`config.mk`:
```
export PLATFORM = sky130hd
export DESIGN_NAME = i2c_sda_ctrl_flat
export DESIGN_NICKNAME = d
export VERILOG_FILES = /design/src/rtl/i2c_sda_ctrl_if.sv /design/src/rtl/i2c_sda_ctrl.sv /design/src/flat_wrapper.sv
export SDC_FILE = /design/constraint.sdc
export NUM_CORES = 1
export LEC_CHECK = 0
export CORE_ASPECT_RATIO = 1.4
export CORE_MARGIN = 1
export CORE_UTILIZATION = 46
export CTS_CLUSTER_SIZE = 24
export DETAILED_ROUTE_END_ITERATION = 8
export PLACE_DENSITY_LB_ADDON = 0.12
export SYNTH_ARGS = -nofsm -noshare
export SYNTH_HDL_FRONTEND = slang
export SYNTH_SLANG_ARGS = --single-unit
```
`constraint.sdc`:
```
create_clock -name clk -period 1.72 [get_ports clk]
set_input_delay 0.43 -clock clk [delete_from_list [all_inputs] [get_ports clk]]
set_output_delay 0.43 -clock clk [all_outputs]
set_load 0.02 [all_outputs]
```
`src/rtl/i2c_sda_ctrl_if.sv`:
```
// Command/bus bundle between the I2C master FSM (master side) and the SDA bit engine (slave side).
// The master side also carries the SCL generator phase and the synchronised SDA level.
interface i2c_sda_ctrl_if;
    logic [6:0] phase;
    logic       cmd_valid;
    logic       cmd_ready;
    logic [1:0] cmd_op;
    logic [7:0] tx_byte;
    logic       ack_send;
    logic       sda_in;
    logic       sda_oe;
    logic [7:0] rx_byte;
    logic       ack_recv;
    logic       done;
    logic       arb_lost;
    logic       busy;

    modport master (
        output phase, cmd_valid, cmd_op, tx_byte, ack_send, sda_in,
        input  cmd_ready, sda_oe, rx_byte, ack_recv, done, arb_lost, busy
    );

    modport slave (
        input  phase, cmd_valid, cmd_op, tx_byte, ack_send, sda_in,
        output cmd_ready, sda_oe, rx_byte, ack_recv, done, arb_lost, busy
    );
endinterface

```
`src/rtl/i2c_sda_ctrl.sv`:
```
// Bit-level SDA engine: runs one START/WRITE/READ/STOP command per request, slot-aligned to the
// SCL generator phase, drives SDA open-drain and flags ACK status and arbitration loss.
module i2c_sda_ctrl #(
    parameter int T_LOW    = 6,
    parameter int T_HIGH   = 4,
    parameter int DATA_LEN = 8
) (
    input  logic           clk,
    input  logic           rst_n,
    i2c_sda_ctrl_if.slave  bus
);

    localparam logic [2:0] ST_IDLE   = 3'd0;
    localparam logic [2:0] ST_WAIT   = 3'd1;
    localparam logic [2:0] ST_START  = 3'd2;
    localparam logic [2:0] ST_TX_BIT = 3'd3;
    localparam logic [2:0] ST_TX_ACK = 3'd4;
    localparam logic [2:0] ST_RX_BIT = 3'd5;
    localparam logic [2:0] ST_RX_ACK = 3'd6;
    localparam logic [2:0] ST_STOP   = 3'd7;

    localparam logic [6:0] PH_CHG   = 7'(T_LOW / 2);
    localparam logic [6:0] PH_SMP   = 7'(T_LOW + T_HIGH / 2);
    localparam logic [6:0] PH_END   = 7'(T_LOW + T_HIGH - 1);
    localparam logic [2:0] BIT_LAST = 3'(DATA_LEN - 1);

    logic [2:0] state_q, state_d;
    logic [2:0] bit_cnt_q, bit_cnt_d;
    logic [1:0] op_q, op_d;
    logic       ack_send_q, ack_send_d;
    logic [7:0] tx_shift_q, tx_shift_d;
    logic [7:0] rx_shift_q, rx_shift_d;
    logic [7:0] rx_byte_q, rx_byte_d;
    logic       ack_recv_q, ack_recv_d;
    logic       sda_oe_q, sda_oe_d;
    logic       done_q, done_d;
    logic       arb_lost_q, arb_lost_d;

    logic       is_chg_s, is_smp_s, is_end_s;

    function automatic logic [2:0] first_slot(input logic [1:0] op);
        case (op)
            2'b00:   first_slot = ST_START;
            2'b01:   first_slot = ST_TX_BIT;
            2'b10:   first_slot = ST_RX_BIT;
            default: first_slot = ST_STOP;
        endcase
    endfunction

    assign is_chg_s = (bus.phase == PH_CHG);
    assign is_smp_s = (bus.phase == PH_SMP);
    assign is_end_s = (bus.phase == PH_END);

    // Next-state and output-register logic for the command sequencer.
    always_comb begin
        state_d    = state_q;
        bit_cnt_d  = bit_cnt_q;
        op_d       = op_q;
        ack_send_d = ack_send_q;
        tx_shift_d = tx_shift_q;
        rx_shift_d = rx_shift_q;
        rx_byte_d  = rx_byte_q;
        ack_recv_d = ack_recv_q;
        sda_oe_d   = sda_oe_q;
        done_d     = 1'b0;
        arb_lost_d = 1'b0;

        case (state_q)
            ST_IDLE: begin
                if (bus.cmd_valid) begin
                    op_d       = bus.cmd_op;
                    tx_shift_d = bus.tx_byte;
                    ack_send_d = bus.ack_send;
                    bit_cnt_d  = BIT_LAST;
                    state_d    = is_end_s ? first_slot(bus.cmd_op) : ST_WAIT;
                end else begin
                    state_d = ST_IDLE;
                end
            end
            ST_WAIT: begin
                if (is_end_s) begin
                    state_d = first_slot(op_q);
                end else begin
                    state_d = ST_WAIT;
                end
            end
            ST_START: begin
                // Release first (allows a repeated START after an ACK), then pull low with SCL high.
                if (is_chg_s) begin
                    sda_oe_d = 1'b0;
                end else if (is_smp_s) begin
                    sda_oe_d = 1'b1;
                end else if (is_end_s) begin
                    done_d  = 1'b1;
                    state_d = ST_IDLE;
                end else begin
                    sda_oe_d = sda_oe_q;
                end
            end
            ST_TX_BIT: begin
                if (is_chg_s) begin
                    sda_oe_d = ~tx_shift_q[7];
                end else if (is_smp_s) begin
                    // We released the line but it reads low: another master owns the bus.
                    if (!sda_oe_q && !bus.sda_in) begin
                        arb_lost_d = 1'b1;
                        sda_oe_d   = 1'b0;
                        state_d    = ST_IDLE;
                    end else begin
                        sda_oe_d = sda_oe_q;
                    end
                end else if (is_end_s) begin
                    tx_shift_d = {tx_shift_q[6:0], 1'b0};
                    if (bit_cnt_q == 3'd0) begin
                        state_d = ST_TX_ACK;
                    end else begin
                        bit_cnt_d = bit_cnt_q - 3'd1;
                    end
                end else begin
                    sda_oe_d = sda_oe_q;
                end
            end
            ST_TX_ACK: begin
                if (is_chg_s) begin
                    sda_oe_d = 1'b0;
                end else if (is_smp_s) begin
                    ack_recv_d = bus.sda_in;
                end else if (is_end_s) begin
                    done_d  = 1'b1;
                    state_d = ST_IDLE;
                end else begin
                    sda_oe_d = sda_oe_q;
                end
            end
            ST_RX_BIT: begin
                if (is_chg_s) begin
                    sda_oe_d = 1'b0;
                end else if (is_smp_s) begin
                    rx_shift_d = {rx_shift_q[6:0], bus.sda_in};
                end else if (is_end_s) begin
                    if (bit_cnt_q == 3'd0) begin
                        state_d = ST_RX_ACK;
                    end else begin
                        bit_cnt_d = bit_cnt_q - 3'd1;
                    end
                end else begin
                    sda_oe_d = sda_oe_q;
                end
            end
            ST_RX_ACK: begin
                if (is_chg_s) begin
                    sda_oe_d = ack_send_q;
                end else if (is_smp_s) begin
                    rx_byte_d = rx_shift_q;
                end else if (is_end_s) begin
                    done_d  = 1'b1;
                    state_d = ST_IDLE;
                end else begin
                    sda_oe_d = sda_oe_q;
                end
            end
            ST_STOP: begin
                if (is_chg_s) begin
                    sda_oe_d = 1'b1;
                end else if (is_smp_s) begin
                    sda_oe_d = 1'b0;
                end else if (is_end_s) begin
                    done_d  = 1'b1;
                    state_d = ST_IDLE;
                end else begin
                    sda_oe_d = sda_oe_q;
                end
            end
            default: begin
                state_d  = ST_IDLE;
                sda_oe_d = 1'b0;
            end
        endcase
    end

    // State and output registers; asynchronous reset releases SDA at once.
    always_ff @(posedge clk or negedge rst_n) begin
        if (!rst_n) begin
            state_q    <= ST_IDLE;
            bit_cnt_q  <= 3'd0;
            op_q       <= 2'b00;
            ack_send_q <= 1'b0;
            tx_shift_q <= 8'h00;
            rx_shift_q <= 8'h00;
            rx_byte_q  <= 8'h00;
            ack_recv_q <= 1'b1;
            sda_oe_q   <= 1'b0;
            done_q     <= 1'b0;
            arb_lost_q <= 1'b0;
        end else begin
            state_q    <= state_d;
            bit_cnt_q  <= bit_cnt_d;
            op_q       <= op_d;
            ack_send_q <= ack_send_d;
            tx_shift_q <= tx_shift_d;
            rx_shift_q <= rx_shift_d;
            rx_byte_q  <= rx_byte_d;
            ack_recv_q <= ack_recv_d;
            sda_oe_q   <= sda_oe_d;
            done_q     <= done_d;
            arb_lost_q <= arb_lost_d;
        end
    end

    assign bus.cmd_ready = (state_q == ST_IDLE);
    assign bus.busy      = (state_q != ST_IDLE);
    assign bus.sda_oe    = sda_oe_q;
    assign bus.rx_byte   = rx_byte_q;
    assign bus.ack_recv  = ack_recv_q;
    assign bus.done      = done_q;
    assign bus.arb_lost  = arb_lost_q;

endmodule

```
`src/flat_wrapper.sv`:
```
// flat-port wrapper written by rule: the top's interface ports become plain ports
module i2c_sda_ctrl_flat 
#(
    parameter int T_LOW    = 6,
    parameter int T_HIGH   = 4,
    parameter int DATA_LEN = 8
)
  (clk, rst_n, bus_phase, bus_cmd_valid, bus_cmd_op, bus_tx_byte, bus_ack_send, bus_sda_in, bus_cmd_ready, bus_sda_oe, bus_rx_byte, bus_ack_recv, bus_done, bus_arb_lost, bus_busy);
  i2c_sda_ctrl_if bus_i ();
  input  logic clk;
  input  logic rst_n;
  input wire logic [$bits(bus_i.phase)-1:0] bus_phase;
  input wire logic [$bits(bus_i.cmd_valid)-1:0] bus_cmd_valid;
  input wire logic [$bits(bus_i.cmd_op)-1:0] bus_cmd_op;
  input wire logic [$bits(bus_i.tx_byte)-1:0] bus_tx_byte;
  input wire logic [$bits(bus_i.ack_send)-1:0] bus_ack_send;
  input wire logic [$bits(bus_i.sda_in)-1:0] bus_sda_in;
  output wire logic [$bits(bus_i.cmd_ready)-1:0] bus_cmd_ready;
  output wire logic [$bits(bus_i.sda_oe)-1:0] bus_sda_oe;
  output wire logic [$bits(bus_i.rx_byte)-1:0] bus_rx_byte;
  output wire logic [$bits(bus_i.ack_recv)-1:0] bus_ack_recv;
  output wire logic [$bits(bus_i.done)-1:0] bus_done;
  output wire logic [$bits(bus_i.arb_lost)-1:0] bus_arb_lost;
  output wire logic [$bits(bus_i.busy)-1:0] bus_busy;
  assign bus_i.phase = bus_phase;
  assign bus_i.cmd_valid = bus_cmd_valid;
  assign bus_i.cmd_op = bus_cmd_op;
  assign bus_i.tx_byte = bus_tx_byte;
  assign bus_i.ack_send = bus_ack_send;
  assign bus_i.sda_in = bus_sda_in;
  assign bus_cmd_ready = bus_i.cmd_ready;
  assign bus_sda_oe = bus_i.sda_oe;
  assign bus_rx_byte = bus_i.rx_byte;
  assign bus_ack_recv = bus_i.ack_recv;
  assign bus_done = bus_i.done;
  assign bus_arb_lost = bus_i.arb_lost;
  assign bus_busy = bus_i.busy;
  i2c_sda_ctrl #(.T_LOW(T_LOW), .T_HIGH(T_HIGH), .DATA_LEN(DATA_LEN)) u_core (.clk(clk), .rst_n(rst_n), .bus(bus_i));
endmodule
```
==> flow_metrics.env <==
export IMPL_outcome="finished, violations left"
export IMPL_failed_checks="setup timing"
export IMPL_antenna_violating_nets_post_route=0
export IMPL_synth_edf_count=0
export IMPL_clkLatencyLatePin_ns=0.29
export IMPL_worst_ep_required_time_ns=1.89
export IMPL_wire_per_inst_um=15.3
export IMPL_route_detailed_drc=0
export IMPL_tritoncts_num_buffers=5
export IMPL_timing_critical_path_buf_inv=2
export IMPL_hold_path_class="reg2reg"
export IMPL_place_inst=270
export IMPL_final_worst_path_cycle_share_pct=111
export IMPL_grt_pass1_vias=1571
export IMPL_most_frequently_used_cell_type_in_the_post_synthesis_netlist="dfrtp_1"
export IMPL_cts_reportedPaths_clkPinSlew_ns=0.07
export IMPL_pwr_density_cell_nw_per_um2=953
export IMPL_layout_overhead_on_the_synthesized_area_pct=41.8
export IMPL_critical_path_most_common_cell="buf_6"
export IMPL_yosysTopAreaCellShare_pct=47.7
export IMPL_cp_top_family="simple AND/OR/NAND/NOR gates"
export IMPL_number_of_clock_sinks_seen_by_cts=37
export IMPL_grt_start_max_net_pins=38
export IMPL_combined_area_of_the_multi_input_logic_cells_um2=972
export IMPL_synthFlopType="dfrtp_1"
export IMPL_yosys_top_cells_area="dfrtp_1 (48%), mux2_2 (7.7%), mux2_4 (6.4%)"
export IMPL_fmax_mhz=524
export IMPL_fp_dieArea_um2=4370
export IMPL_maxCapViolCount=0
export IMPL_synth_largest_area_cell="dfrtp_1"
export IMPL_io_buf_count=35
export IMPL_htreeDepth=2
export IMPL_synth_area_per_cell_um2=11.0
export IMPL_vias_per_cell=5.61
export IMPL_synth_yosys_seq_area_share_pct=49.1
export IMPL_slew_headroom_pct=73.6
export IMPL_crit_fanout=8
export IMPL_p_total_w=0.00255
export IMPL_kind_of_end_point_of_the_critical_path="flip-flop"
export IMPL_synth_net_count=195
export IMPL_core_area_um2=3920
export IMPL_synth_common_cells="dfrtp_1 (36), nand2_1 (14), o21ai_0 (14)"
export IMPL_grt_setup_unrepaired="true"
export IMPL_residual_overflow_from_global_routing=0
export IMPL_setup_violation_total_in_the_final_timing_report=17
export IMPL_worst_setup_path_start_kind="input pin"
export IMPL_number_of_antenna_violations_at_the_first_check_in_global_routing=0
export IMPL_tightest_slew_ns=0.391
export IMPL_wirelength_um=4310
export IMPL_yosysWarnings=0
export IMPL_design_area_um2=2680
export IMPL_crit_chain="buf_6 -> or4_4 -> or2_4 -> or3_1 -> buf_6 -> mux2_4"
export IMPL_critical_path_max_stage_delay_ns=0.53
export IMPL_max_clock_path_buffers=2
export IMPL_dr_pass1_iters=4
export IMPL_syn_cell_area_um2=1890
export IMPL_effective_utilization_at_floorplan_pct=48.2
export IMPL_root_buffer="clkbuf_8"
export IMPL_drt_first_iter_violations=36
export IMPL_detailedPlacementHpwl_um=3210
export IMPL_antenna_diode_instance_count=0
export IMPL_die_width_um=56.2
export IMPL_wire_length_of_the_first_global_routing_pass_um=7200
export IMPL_tritoncts="yes"
export IMPL_place_congestion=0.877
export IMPL_synth_seq_cells=37
export IMPL_finalClockSkew_ns=0.00644
export IMPL_arrival_ns=2.08
export IMPL_fillerInstances=326
export IMPL_power_static_leakage_nw=1.26
export IMPL_routed_via_count=1581
export IMPL_synthCells=171
export IMPL_area_sequential_um2=927
export IMPL_setup_slack_ns=-0.189
export IMPL_drive_gt1_share_pct=34.3
export IMPL_postPlaceCellArea_um2=2520
export IMPL_slowest_stage="or4_4"
export IMPL_finalNetCount=262
export IMPL_layoutNonFillerInstCount=282
export IMPL_hold_violations=0
export IMPL_fp_row_count=27
export IMPL_grt_use_total_pct=21.2
export IMPL_timing_worst_setup_path_type="in2reg"
export IMPL_async_reset_ff_share_pct=100
export IMPL_ys_types=39
export IMPL_pin_count=36
export IMPL_vdd_ir_drop_worst_uv=672
export IMPL_die_height_um=77.8
export IMPL_finalWorstPathRequiredPeriod_ns=1.91
export IMPL_finalHoldWorstSlack_ns=0.479
export IMPL_final_max_slew_violation_count=0
## timing repair
| item | 4_1_cts | 5_1_grt |
|---|---|---|
| hold buffers | 0 | 0 |
| resized for setup | 37 | 9 |
| setup endpoints to repair | 37 | 18 |
| pin swaps | 4 | 4 |
| setup buffers | 0 | 5 |
## tightest hold or removal path, stage by stage (launching register included)
cell and delay [ns]:
dfrtp_1 0.34, nand2_1 0.04, o21ai_0 0.06
## power by group
group | total [W] | internal, W | switching [W]
combinational | 0.000836 | 0.000388 | 0.000448
sequential | 0.00113 | 0.00103 | 0.000107
clock | 0.000583 | 0.000279 | 0.000304
total | 0.00255 | 0.00169 | 0.000858
## cell usage in the layout, fill, tap and decap left out, types with 6 or more instances in the layout
cell,n
mux2_2,12
nand2_1,14
dfrtp_1,36
nor2_1,7
mux2i_1,11
mux2_4,9
clkdlybuf4s50_1,23
o21ai_0,14
buf_4,30
inv_1,6
## sequential cells by signal (all words and copies together), names as in the netlist, 2 cells and up
name / flops
u_core.bit_cnt_q: 3
u_core.bus.rx_byte: 8
u_core.op_q: 2
u_core.rx_shift_q: 8
u_core.state_q: 3
u_core.tx_shift_q: 8
## logic make-up (layout without fill, tap and decap cells)
kind of cell / after synthesis / in the layout / share of synthesized area, %
flip-flops: 37 / 37 / 49.1
adder cells (fa/ha/maj): 2 / 2 / 1.32
AND/OR/NAND/NOR: 54 / 54 / 16.3
buffers and inverters: 15 / 83 / 3.44
AO/OA/AOI/OAI: 30 / 30 / 9.47
XOR/XNOR: 1 / 1 / 0.464
multiplexers: 32 / 32 / 19.9
## per-layer routing
metal	vias up	global-route usage (%)	share of wire, %
met1	783	22.5	37
met2	41	40.1	57
li1	749	-	-
met5	-	0	0
met4	0	7.56	2.2
met3	8	4.83	4.0
## cell type report
cell class	instances	area share [%]
Clock buffer	5	2.57
Timing Repair Buffer	69	23.0
Sequential cell	37	34.6
Clock inverter	3	0.654
Tap cell	43	2.01
Inverter	6	0.841
Multi-Input combinational cell	119	36.3
## through the flow
step	setup TNS [ns]	setup WS (ns)	utilization (%)
after floorplan	-4.37	-0.372	-
after global routing	-2.59	-0.198	68.4
after detailed placement	-21.53	-0.877	64.4
after CTS	-1.69	-0.221	66.8
final	-2.19	-0.189	68.4
after global placement	-20.36	-0.846	64.4
## final timing paths
| kind | startpoint | end | slack (ns) | cells past startpoint |
|---|---|---|---|---|
| min in group asynchronous | rst_n | u_core.op_q[0] | 0.51 | 2 |
| max in group asynchronous | rst_n | u_core.bus.ack_recv | 0.96 | 2 |
| worst min register to register | u_core.tx_shift_q[2] | u_core.tx_shift_q[2] | 0.48 | 2 |
| worst min-delay path | u_core.tx_shift_q[2] | u_core.tx_shift_q[2] | 0.48 | 2 |
| worst max register to register | u_core.state_q[1] | u_core.rx_shift_q[5] | 0.02 | 5 |
| worst max-delay path | bus_phase[6] | u_core.rx_shift_q[5] | -0.19 | 6 |
Note: power is estimated with default switching activity, not from simulation.
